==> config.mk <==
export PLATFORM = sky130hd
export DESIGN_NAME = spw_rx_credit_fifo
export DESIGN_NICKNAME = d
export VERILOG_FILES = /design/src/rtl/spw_pkg.sv /design/src/rtl/spw_sync_fifo.sv /design/src/rtl/spw_rx_credit_fifo.sv
export SDC_FILE = /design/constraint.sdc
export NUM_CORES = 1
export LEC_CHECK = 0
export ABC_AREA = 1
export BUFFER_PORTS_ARGS = -buffer_cell sky130_fd_sc_hd__buf_2
export CORE_ASPECT_RATIO = 0.7
export CORE_UTILIZATION = 57
export DETAILED_ROUTE_END_ITERATION = 12
export GPL_TIMING_DRIVEN = 0
export PLACE_DENSITY = 0.76
export REMOVE_ABC_BUFFERS = 1
export SLEW_MARGIN = 20
export SYNTH_ARGS = -nofsm -noshare
export SYNTH_HDL_FRONTEND = slang
export SYNTH_SLANG_ARGS = --single-unit
export TNS_END_PERCENT = 30
==> constraint.sdc <==
create_clock -name pclk -period 3.4 [get_ports pclk]
set_input_delay 0.51 -clock pclk [delete_from_list [all_inputs] [get_ports pclk]]
set_output_delay 0.51 -clock pclk [all_outputs]
set_load 0.03 [all_outputs]
==> src/rtl/spw_pkg.sv <==
// spw_pkg: shared constants and FCT request FSM encoding for the SpaceWire receive path
package spw_pkg;
  localparam int FCT_CREDIT = 8;
  localparam int MAX_CREDIT = 56;
  localparam int NCHAR_WIDTH = 9;
  localparam logic [0:0] IDLE = 1'b0;
  localparam logic [0:0] REQ = 1'b1;
endpackage

==> src/rtl/spw_sync_fifo.sv <==
// spw_sync_fifo: single-clock FIFO with registered read data, wrapping pointers and occupancy count
// Ports: clk/rst_n (async active-low), wr_en/wr_data write side, rd_en/rd_data/rd_valid read side
// (one-cycle read latency), empty/full/count occupancy status.
module spw_sync_fifo #(
  parameter int DEPTH_LOG2 = 6,
  parameter int DATA_WIDTH = spw_pkg::NCHAR_WIDTH
) (
  input  logic                  clk,
  input  logic                  rst_n,
  input  logic                  wr_en,
  input  logic [DATA_WIDTH-1:0] wr_data,
  input  logic                  rd_en,
  output logic [DATA_WIDTH-1:0] rd_data,
  output logic                  rd_valid,
  output logic                  empty,
  output logic                  full,
  output logic [DEPTH_LOG2:0]   count
);
  localparam int CW = DEPTH_LOG2 + 1;
  logic [DATA_WIDTH-1:0] mem [2**DEPTH_LOG2];
  logic [DEPTH_LOG2-1:0] wr_ptr, rd_ptr;
  logic wr_ok, rd_ok;
  // full is sampled before any same-cycle read, so a write into a full FIFO is always refused
  assign wr_ok = wr_en && !full;
  assign rd_ok = rd_en && !empty;
  assign full  = count[DEPTH_LOG2];
  assign empty = count == '0;
  always_ff @(posedge clk)
    if (wr_ok) mem[wr_ptr] <= wr_data;
  always_ff @(posedge clk or negedge rst_n)
    if (!rst_n) begin
      wr_ptr   <= '0;
      rd_ptr   <= '0;
      count    <= '0;
      rd_data  <= '0;
      rd_valid <= 1'b0;
    end else begin
      wr_ptr   <= wr_ptr + DEPTH_LOG2'(wr_ok);
      rd_ptr   <= rd_ptr + DEPTH_LOG2'(rd_ok);
      count    <= count + CW'(wr_ok) - CW'(rd_ok);
      rd_valid <= rd_ok;
      if (rd_ok) rd_data <= mem[rd_ptr];
    end
endmodule

==> src/rtl/spw_rx_credit_fifo.sv <==
// spw_rx_credit_fifo: SpaceWire receive buffer with FCT credit tracking and request handshake
// Ports: pclk/resetn (async active-low); link_fct_enable gates FCTs; rx_data_flag/rx_buffer_write
// deliver N-chars; fct_done/send_fct_now form the FCT handshake; credit_error flags a violation;
// rd_en/rd_data/rd_valid is the host read port; fifo_*/credit_count expose occupancy and credit.
module spw_rx_credit_fifo #(
  parameter int DEPTH_LOG2 = 6,
  parameter int DATA_WIDTH = spw_pkg::NCHAR_WIDTH,
  parameter int FCT_CREDIT = spw_pkg::FCT_CREDIT,
  parameter int MAX_CREDIT = spw_pkg::MAX_CREDIT
) (
  input  logic                  pclk,
  input  logic                  resetn,
  input  logic                  link_fct_enable,
  input  logic [DATA_WIDTH-1:0] rx_data_flag,
  input  logic                  rx_buffer_write,
  input  logic                  fct_done,
  output logic                  send_fct_now,
  output logic                  credit_error,
  input  logic                  rd_en,
  output logic [DATA_WIDTH-1:0] rd_data,
  output logic                  rd_valid,
  output logic                  fifo_empty,
  output logic                  fifo_full,
  output logic [DEPTH_LOG2:0]   fifo_count,
  output logic [5:0]            credit_count
);
  localparam int CW = DEPTH_LOG2 + 1;
  logic [0:0] state;
  logic wr_ok, fct_ok;
  logic [CW-1:0] need, free_space;
  assign wr_ok = rx_buffer_write && credit_count != '0 && !fifo_full;
  // a new FCT must fit both the protocol ceiling and the space not already promised to the peer
  assign need       = CW'(credit_count) + CW'(FCT_CREDIT);
  assign free_space = CW'(2**DEPTH_LOG2) - fifo_count;
  assign fct_ok     = link_fct_enable && need <= CW'(MAX_CREDIT) && free_space >= need;
  assign send_fct_now = state == spw_pkg::REQ;
  always_ff @(posedge pclk or negedge resetn)
    if (!resetn) begin
      state        <= spw_pkg::IDLE;
      credit_count <= '0;
      credit_error <= 1'b0;
    end else begin
      credit_error <= rx_buffer_write && !wr_ok;
      if (!link_fct_enable) begin
        state        <= spw_pkg::IDLE;
        credit_count <= '0;
      end else if (state == spw_pkg::REQ && fct_done) begin
        state        <= spw_pkg::IDLE;
        credit_count <= credit_count + 6'(FCT_CREDIT) - 6'(wr_ok);
      end else begin
        state        <= state == spw_pkg::IDLE && fct_ok ? spw_pkg::REQ : state;
        credit_count <= credit_count - 6'(wr_ok);
      end
    end
  spw_sync_fifo #(.DEPTH_LOG2(DEPTH_LOG2), .DATA_WIDTH(DATA_WIDTH)) u_fifo (
    .clk(pclk),
    .rst_n(resetn),
    .wr_en(wr_ok),
    .wr_data(rx_data_flag),
    .rd_en(rd_en),
    .rd_data(rd_data),
    .rd_valid(rd_valid),
    .empty(fifo_empty),
    .full(fifo_full),
    .count(fifo_count)
  );
endmodule

==> results of run 1 <==
-- final timing paths --
check	startpoint	endpoint	slack [ns]	cells after the start
max	credit_count[2]$_DFF_PN0_	u_fifo.mem[61][0]$_DFFE_PP_	-0.24	9
min	resetn	u_fifo.count[6]$_DFF_PN0_	0.07	1
max reg2reg	credit_count[2]$_DFF_PN0_	u_fifo.mem[61][0]$_DFFE_PP_	-0.24	9
min reg2reg	u_fifo.rd_data[6]$_DFFE_PN0P_	u_fifo.rd_data[6]$_DFFE_PN0P_	0.48	2
max in group asynchronous	resetn	u_fifo.rd_ptr[1]$_DFF_PN0_	2.62	1
min in group pclk	rx_buffer_write	credit_error$_DFF_PN0_	0.14	3
-- stage by stage --
stage,hold WS (ns),worst slack [ns],cell area (sq um),instances
global placement,0.465,-13.01,26800,2977
CTS,0.0658,-0.266,29200,3094
detailed placement,0.464,-0.347,27100,2988
floorplan,0.214,-5.65,25800,2333
global route,0.116,-0.168,29400,3109
finish,0.0655,-0.236,29400,3109
-- cell usage after synthesis --
cell / n
buf_1: 6
dfrtp_1: 37
nor3_1: 3
edfxtp_1: 576
a211o_1: 1
ha_1: 38
buf_2: 59
nor2_1: 164
buf_4: 20
clkbuf_1: 30
clkinv_1: 3
inv_2: 3
buf_6: 3
xor2_1: 18
inv_4: 1
o211ai_1: 29
o21ai_2: 1
o21bai_1: 2
nand4_1: 10
nand2_1: 821
nor3b_1: 1
a21oi_1: 49
xnor2_1: 4
a211oi_1: 1
fa_1: 2
inv_1: 220
nand3_1: 321
o21ai_0: 28
-- logic make-up after synthesis --
group | after synthesis
flops | 613
buf+inv | 345
simple gates | 1320
fa+ha+maj | 40
compound gates | 111
xor+xnor | 22
-- routing by layer --
layer	part of all wire	wire, um	vias up	track usage
met3	0.11	7210	119	0.0671
met1	0.40	25900	8656	0.386
met4	0.021	1350	0	0.0711
met2	0.47	30000	917	0.428
met5	0	0	-	0
li1	-	-	8217	-
-- worst max-delay path: cells and delay by family (launching register included) --
family,cells,cell delay [ns]
AND/OR/NAND/NOR,5,2.13
flip-flops,1,0.46
buffers and inverters,3,0.43
adder cells (fa/ha/maj),1,0.22
-- cell type report --
class,instances,share of cell area
inverters,227,0.0301
flip-flops and latches,613,0.620
clock buffers,64,0.0487
multi-input cells,1493,0.236
clock inverters,37,0.0164
well taps,603,0.0257
repair inverters,1,0.000170
repair buffers,71,0.0225
-- repair_timing --
action | in CTS | in global routing
setup buffers | 5 | 14
pin swaps | 2 | 3
endpoints found under the setup margin | 553 | 444
gates cloned | 0 | 1
hold buffers | 0 | 0
resized for setup | 43 | 35
-- registers in the layout, summed over array words and instances, names as in the netlist --
name,cells
u_fifo.mem,576
credit_count,6
credit_error,1
u_fifo.count,7
u_fifo.rd_valid,1
u_fifo.rd_data,9
send_fct_now,1
u_fifo.rd_ptr,6
u_fifo.wr_ptr,6
-- power groups by stage --
stage               combinational [mW]  clock (mW)  sequential [mW]
floorplan                         4.52           0             9.70
global placement                  6.12           0             9.59
detailed placement                8.39           0             9.32
CTS                               8.56        6.64             9.16
global route                      9.70        6.92             9.25
finish                            8.87        6.62             9.20
==> metrics.txt, run 1 <==
CTS tree yes; Crit Path Category reg -> reg; Overflow after GRT 0; Tmin final 3.64 ns; final core utilization 0.648; Clock Skew 0.0253 ns; area used by multi-input combinational logic 6940 sq um; Die Y 182 um; share of cells above drive strength 1 0.0946; combinational fraction of design power 0.359; Reg power frac 0.373; Cell Rows 65; clk buf depth 3; DRT iter0 DRCs 2464; failing checks negative setup slack; largest family of logic cells by synthesized area simple AND/OR/NAND/NOR gates; storage element area 18200 sq um; first-pass iteration count of the detailed router 6; input/output buffers 41; total track usage 0.274; WL final 64400 um; sequential area share after synthesis 0.689; initial antenna violation count 0; Die W 259 um; average wire per standard cell 20.7 um; xor-xnor portion of the synthesized cell area 0.00729; status finished with violations; # setup viols final 147; DRT antenna net count 0; cell chain of the critical path inv_4 > ha_1 > inv_1 > nor3_2 > nand2_1 > nand3_2 > clkinvlp_4 > nand4_1 > nor2_2; Worst Setup Slack, final -0.236 ns; RePlAce Congestion 0.938; vias in the first global route 17100; first-pass GRT wire length 97700 um; simple-gate area share of the yosys netlist 0.204; Worst EP arrival 3.84 ns; Pwr Total 24.7 mW; Synth area leader edfxtp_1; Max-Cap Viols 0; Final TNS setup -17.88 ns; slowest stage delay, CP 0.92 ns; vias per inst 5.76; post-synthesis compound-gate area fraction 0.0243; post-synthesis mux area share 0; P&R area growth vs syn 11.2%; Antenna Cells 0; Synth Instances 2451; Final period util 1.07; CTS Buf Count 54; area share of the largest cell type after synthesis 0.654; H-tree levels 2; Least-Margin Pin Slew 1.17 ns; leading cell type in the layout, fill and taps excluded nand2_1; clk root buf clkbuf_16; slew margin rel. 0.221; Ports 42; NetSw 9.64 mW; Post-Synth Adder-Cell Area 0.0195; Hold Crit Class in -> async; initial cell density of the core 0.582; clk_lat worst skew 0.59 ns; Reg clk slew, reported paths 0.07 ns; number of vias in the routed layout 17900; Clk pwr share 0.268; filler instances 3226; Internal Power 15.1 mW; Critical-path top delay cell nor2_2; Synth area leaders edfxtp_1, nand2_1, nand3_1; flops & latches, synth 613; RSZ-0062 raised after global routing true; Synth cell types 28; commonest cells after routing, fill and taps aside nand2_1, edfxtp_1, nand3_1; total die area 47300 sq um; Syn Std Cell Area 26400 sq um; power per standard cell area 840 nW/um^2; Worst Path Max Fanout 9; core area 45400 sq um; clock sinks 613; VDD IR max 0.608 mV; critical path required time 3.61 ns; Warnings, synthesis 0; largest net degree at the start of global routing 131; CP endpoint kind flop; Slew Limit Fails 0; Mean Syn Cell Area 10.8 sq um; Startpoint Class flop; Final Net Count 2516; Leakage 11.6 nW; Switching Share 0.390; Residual DRC 0; Final Hold Vio Count 0; highest clock rate 275 MHz; post-DP HPWL 36300 um
Note: power is estimated with default switching activity, not from simulation.
==> run 2: changes to the inputs <==
CORE_UTILIZATION = 38   (was 57)
PLACE_DENSITY = unset   (was 0.76)
==> run 2 against run 1 <==
Compared with the run above:
- the flow still finishes with violations (negative setup slack)
- design area rose by 1.2%
- fmax rose by 2.5%
- setup slack improved by 0.089 ns
- sequential share of layout area fell by 0.74 points
- routed wire length rose by 1.2%
- combinational power rose by 0.6%
- die area rose by 49%
- cell count rose by 10%
- global-route usage fell by 8.8 points
==> metrics.txt, run 2 (synthesis gave the netlist of run 1 again) <==
status finished with violations; failing checks negative setup slack; number of vias in the routed layout 17500 (-2.6%); critical path required time 3.64 ns (+0.03 ns); initial cell density of the core 0.386 (-0.196); Slew Limit Fails 0 (unchanged); Final Net Count 2526 (+0.40%); Worst EP arrival 3.79 ns (-0.05 ns); RSZ-0062 raised after global routing true; VDD IR max 0.597 mV (-1.7%); Final period util 1.04 (-0.0263); Overflow after GRT 0 (unchanged); Ports 42 (unchanged); Largest regs u_fifo.mem x576, u_fifo.rd_data x9, u_fifo.count x7; largest net degree at the start of global routing 167 (+27%); Die W 317 um (+22%); DP Worst Slack -0.937 ns (-0.590 ns); Least-Margin Pin Slew 0.949 ns (-0.216 ns); core area 68500 sq um (+51%); first-pass iteration count of the detailed router 6 (unchanged); Tmin final 3.55 ns (-0.0893 ns); CTS tree yes; number of flip-flops in the largest register 576 (unchanged); vias per inst 5.10 (-12%); total track usage 0.186 (-0.0878); CTS Buf Count 60 (+11%); hold_buf cts 0 (unchanged); initial antenna violation count 2 (+2); P&R area growth vs syn 12.5%; Startpoint Class flop; power per standard cell area 821 nW/um^2 (-2.3%); average wire per standard cell 19.0 um (-8.1%); combinational fraction of design power 0.365 (+0.006); Largest Register u_fifo.mem; flop2flop setup slack -0.15 ns (+0.09 ns); Finished Layout Cells 3424 (+10%); share of cells above drive strength 1 0.0892 (-0.00536); Worst Setup Slack, final -0.147 ns (+0.0893 ns); total die area 70600 sq um (+49%); post-DP HPWL 37800 um (+4.0%); commonest cells after routing, fill and taps aside nand2_1, edfxtp_1, nand3_1; Residual DRC 0 (unchanged); vias in the first global route 16700 (-2.4%); Hold Crit Class in -> async; Die Y 223 um (+22%); Max-Cap Viols 0 (unchanged); clk_lat worst skew 0.63 ns (+0.04 ns); DRT iter0 DRCs 1758 (-29%); final core utilization 0.434 (-0.213); clk buf depth 3 (unchanged); RePlAce Congestion 0.858 (-8.5%); first-pass GRT wire length 99400 um (+1.7%); Final Hold Vio Count 0 (unchanged); Leakage 11.6 nW (+0.18%); worst r2r src credit_count[3]$_DFF_PN0_; CP endpoint kind flop; H-tree levels 2 (unchanged); Antenna Cells 0 (unchanged); Crit Path Category reg -> reg; Placed Cells 3291 (+10%); RR Endpoint u_fifo.mem[53][5]$_DFFE_PP_; Clock Skew 0.0279 ns (+0.00260 ns); clock sinks 613 (unchanged); worst reg2reg path depth 9 (unchanged); clk root buf clkbuf_16; highest clock rate 282 MHz (+2.5%); # setup viols final 45 (-69%); Worst Path Max Fanout 11 (+2); Cell Rows 80 (+23%); Clk pwr share 0.260 (-0.008); NetSw 9.63 mW (-0.11%); slew margin rel. 0.367 (+0.147); Internal Power 14.8 mW (-1.7%); input/output buffers 41 (unchanged); Reg power frac 0.375 (+0.002); leading cell type in the layout, fill and taps excluded nand2_1; WL final 65200 um (+1.2%); Reg clk slew, reported paths 0.07 ns (about the same); DRT antenna net count 0 (unchanged); Switching Share 0.394 (+0.00394)
==> run 2: cell types whose count changed in the layout (fill, tap and decap cells not counted), sizes merged <==
cell / before / now
inv: 227 / 224
bufinv: 11 / 2
clkinv: 19 / 32
buf: 71 / 76
clkbuf: 64 / 78
clkinvlp: 8 / 4
==> run 2: cell type report <==
cell class                      count  area, sq um
Fill cell                        6349        38700
Sequential cell                   613        18200
Timing Repair Buffer               76          713
Inverter                          227          882
Clock buffer                       78         1650
Tap cell                          902         1130
Clock inverter                     35          228
Multi-Input combinational cell   1493         6910
==> run 2: stage by stage <==
step | power, mW | TNS (ns) | cell area (sq um) | hold slack, ns
3_5_place_dp | 18.0 | -139.24 | 27500 | 0.467
5_1_grt | 25.8 | -13.03 | 29700 | 0.0813
6_report | 24.4 | -4.90 | 29700 | 0.0316
3_3_place_gp | 15.8 | -218.44 | 27200 | 0.473
4_1_cts | 24.4 | -36.20 | 29600 | 0.0303
2_1_floorplan | 14.2 | -67.57 | 25800 | 0.214
==> run 2: power groups by stage <==
stage	Sequential [mW]	Combinational (mW)	Clock [mW]
2_1_floorplan	9.70	4.52	0
3_3_place_gp	9.67	6.13	0
3_5_place_dp	9.28	8.72	0
4_1_cts	9.13	8.83	6.46
5_1_grt	9.18	9.90	6.74
6_report	9.15	8.92	6.35
==> run 2: worst max path at each step <==
stage | startpoint | end | slack, ns | depth (start not counted)
floorplan | u_fifo.rd_ptr[0]$_DFF_PN0_ | u_fifo.rd_data[7]$_DFFE_PN0P_ | -5.65 | 9
global placement | u_fifo.rd_ptr[0]$_DFF_PN0_ | u_fifo.rd_data[0]$_DFFE_PN0P_ | -13.71 | 11
detailed placement | u_fifo.count[1]$_DFF_PN0_ | u_fifo.count[6]$_DFF_PN0_ | -0.94 | 15
CTS | credit_count[3]$_DFF_PN0_ | u_fifo.mem[57][5]$_DFFE_PP_ | -0.23 | 9
global route | credit_count[3]$_DFF_PN0_ | u_fifo.mem[61][1]$_DFFE_PP_ | -0.28 | 9
finish | credit_count[3]$_DFF_PN0_ | u_fifo.mem[53][5]$_DFFE_PP_ | -0.15 | 9
==> run 2: metal layers <==
metal / global-route usage / wire length [um] / share of wire
met3: 0.0373 / 5630 / 0.086
met2: 0.271 / 28500 / 0.44
met1: 0.281 / 30100 / 0.46
met4: 0.0451 / 934 / 0.014
met5: 0 / 0 / 0
==> run 2: critical path, stage by stage, from the launching register on <==
cell	delay, ns
dfrtp_1	0.54
inv_1	0.19
ha_1	0.22
inv_1	0.08
nor3_1	0.06
nand2_1	0.10
nand3_1	0.11
clkinv_2	0.18
nand4_1	0.72
nor2_1	0.97
==> run 2: what timing repair did <==
action / 4_1_cts / 5_1_grt
resized for setup: 45 / 18
buffers inserted: 9 / 11
endpoints found under the hold margin: 0 / 0
pin swaps: 3 / 3
endpoints found under the setup margin: 582 / 362
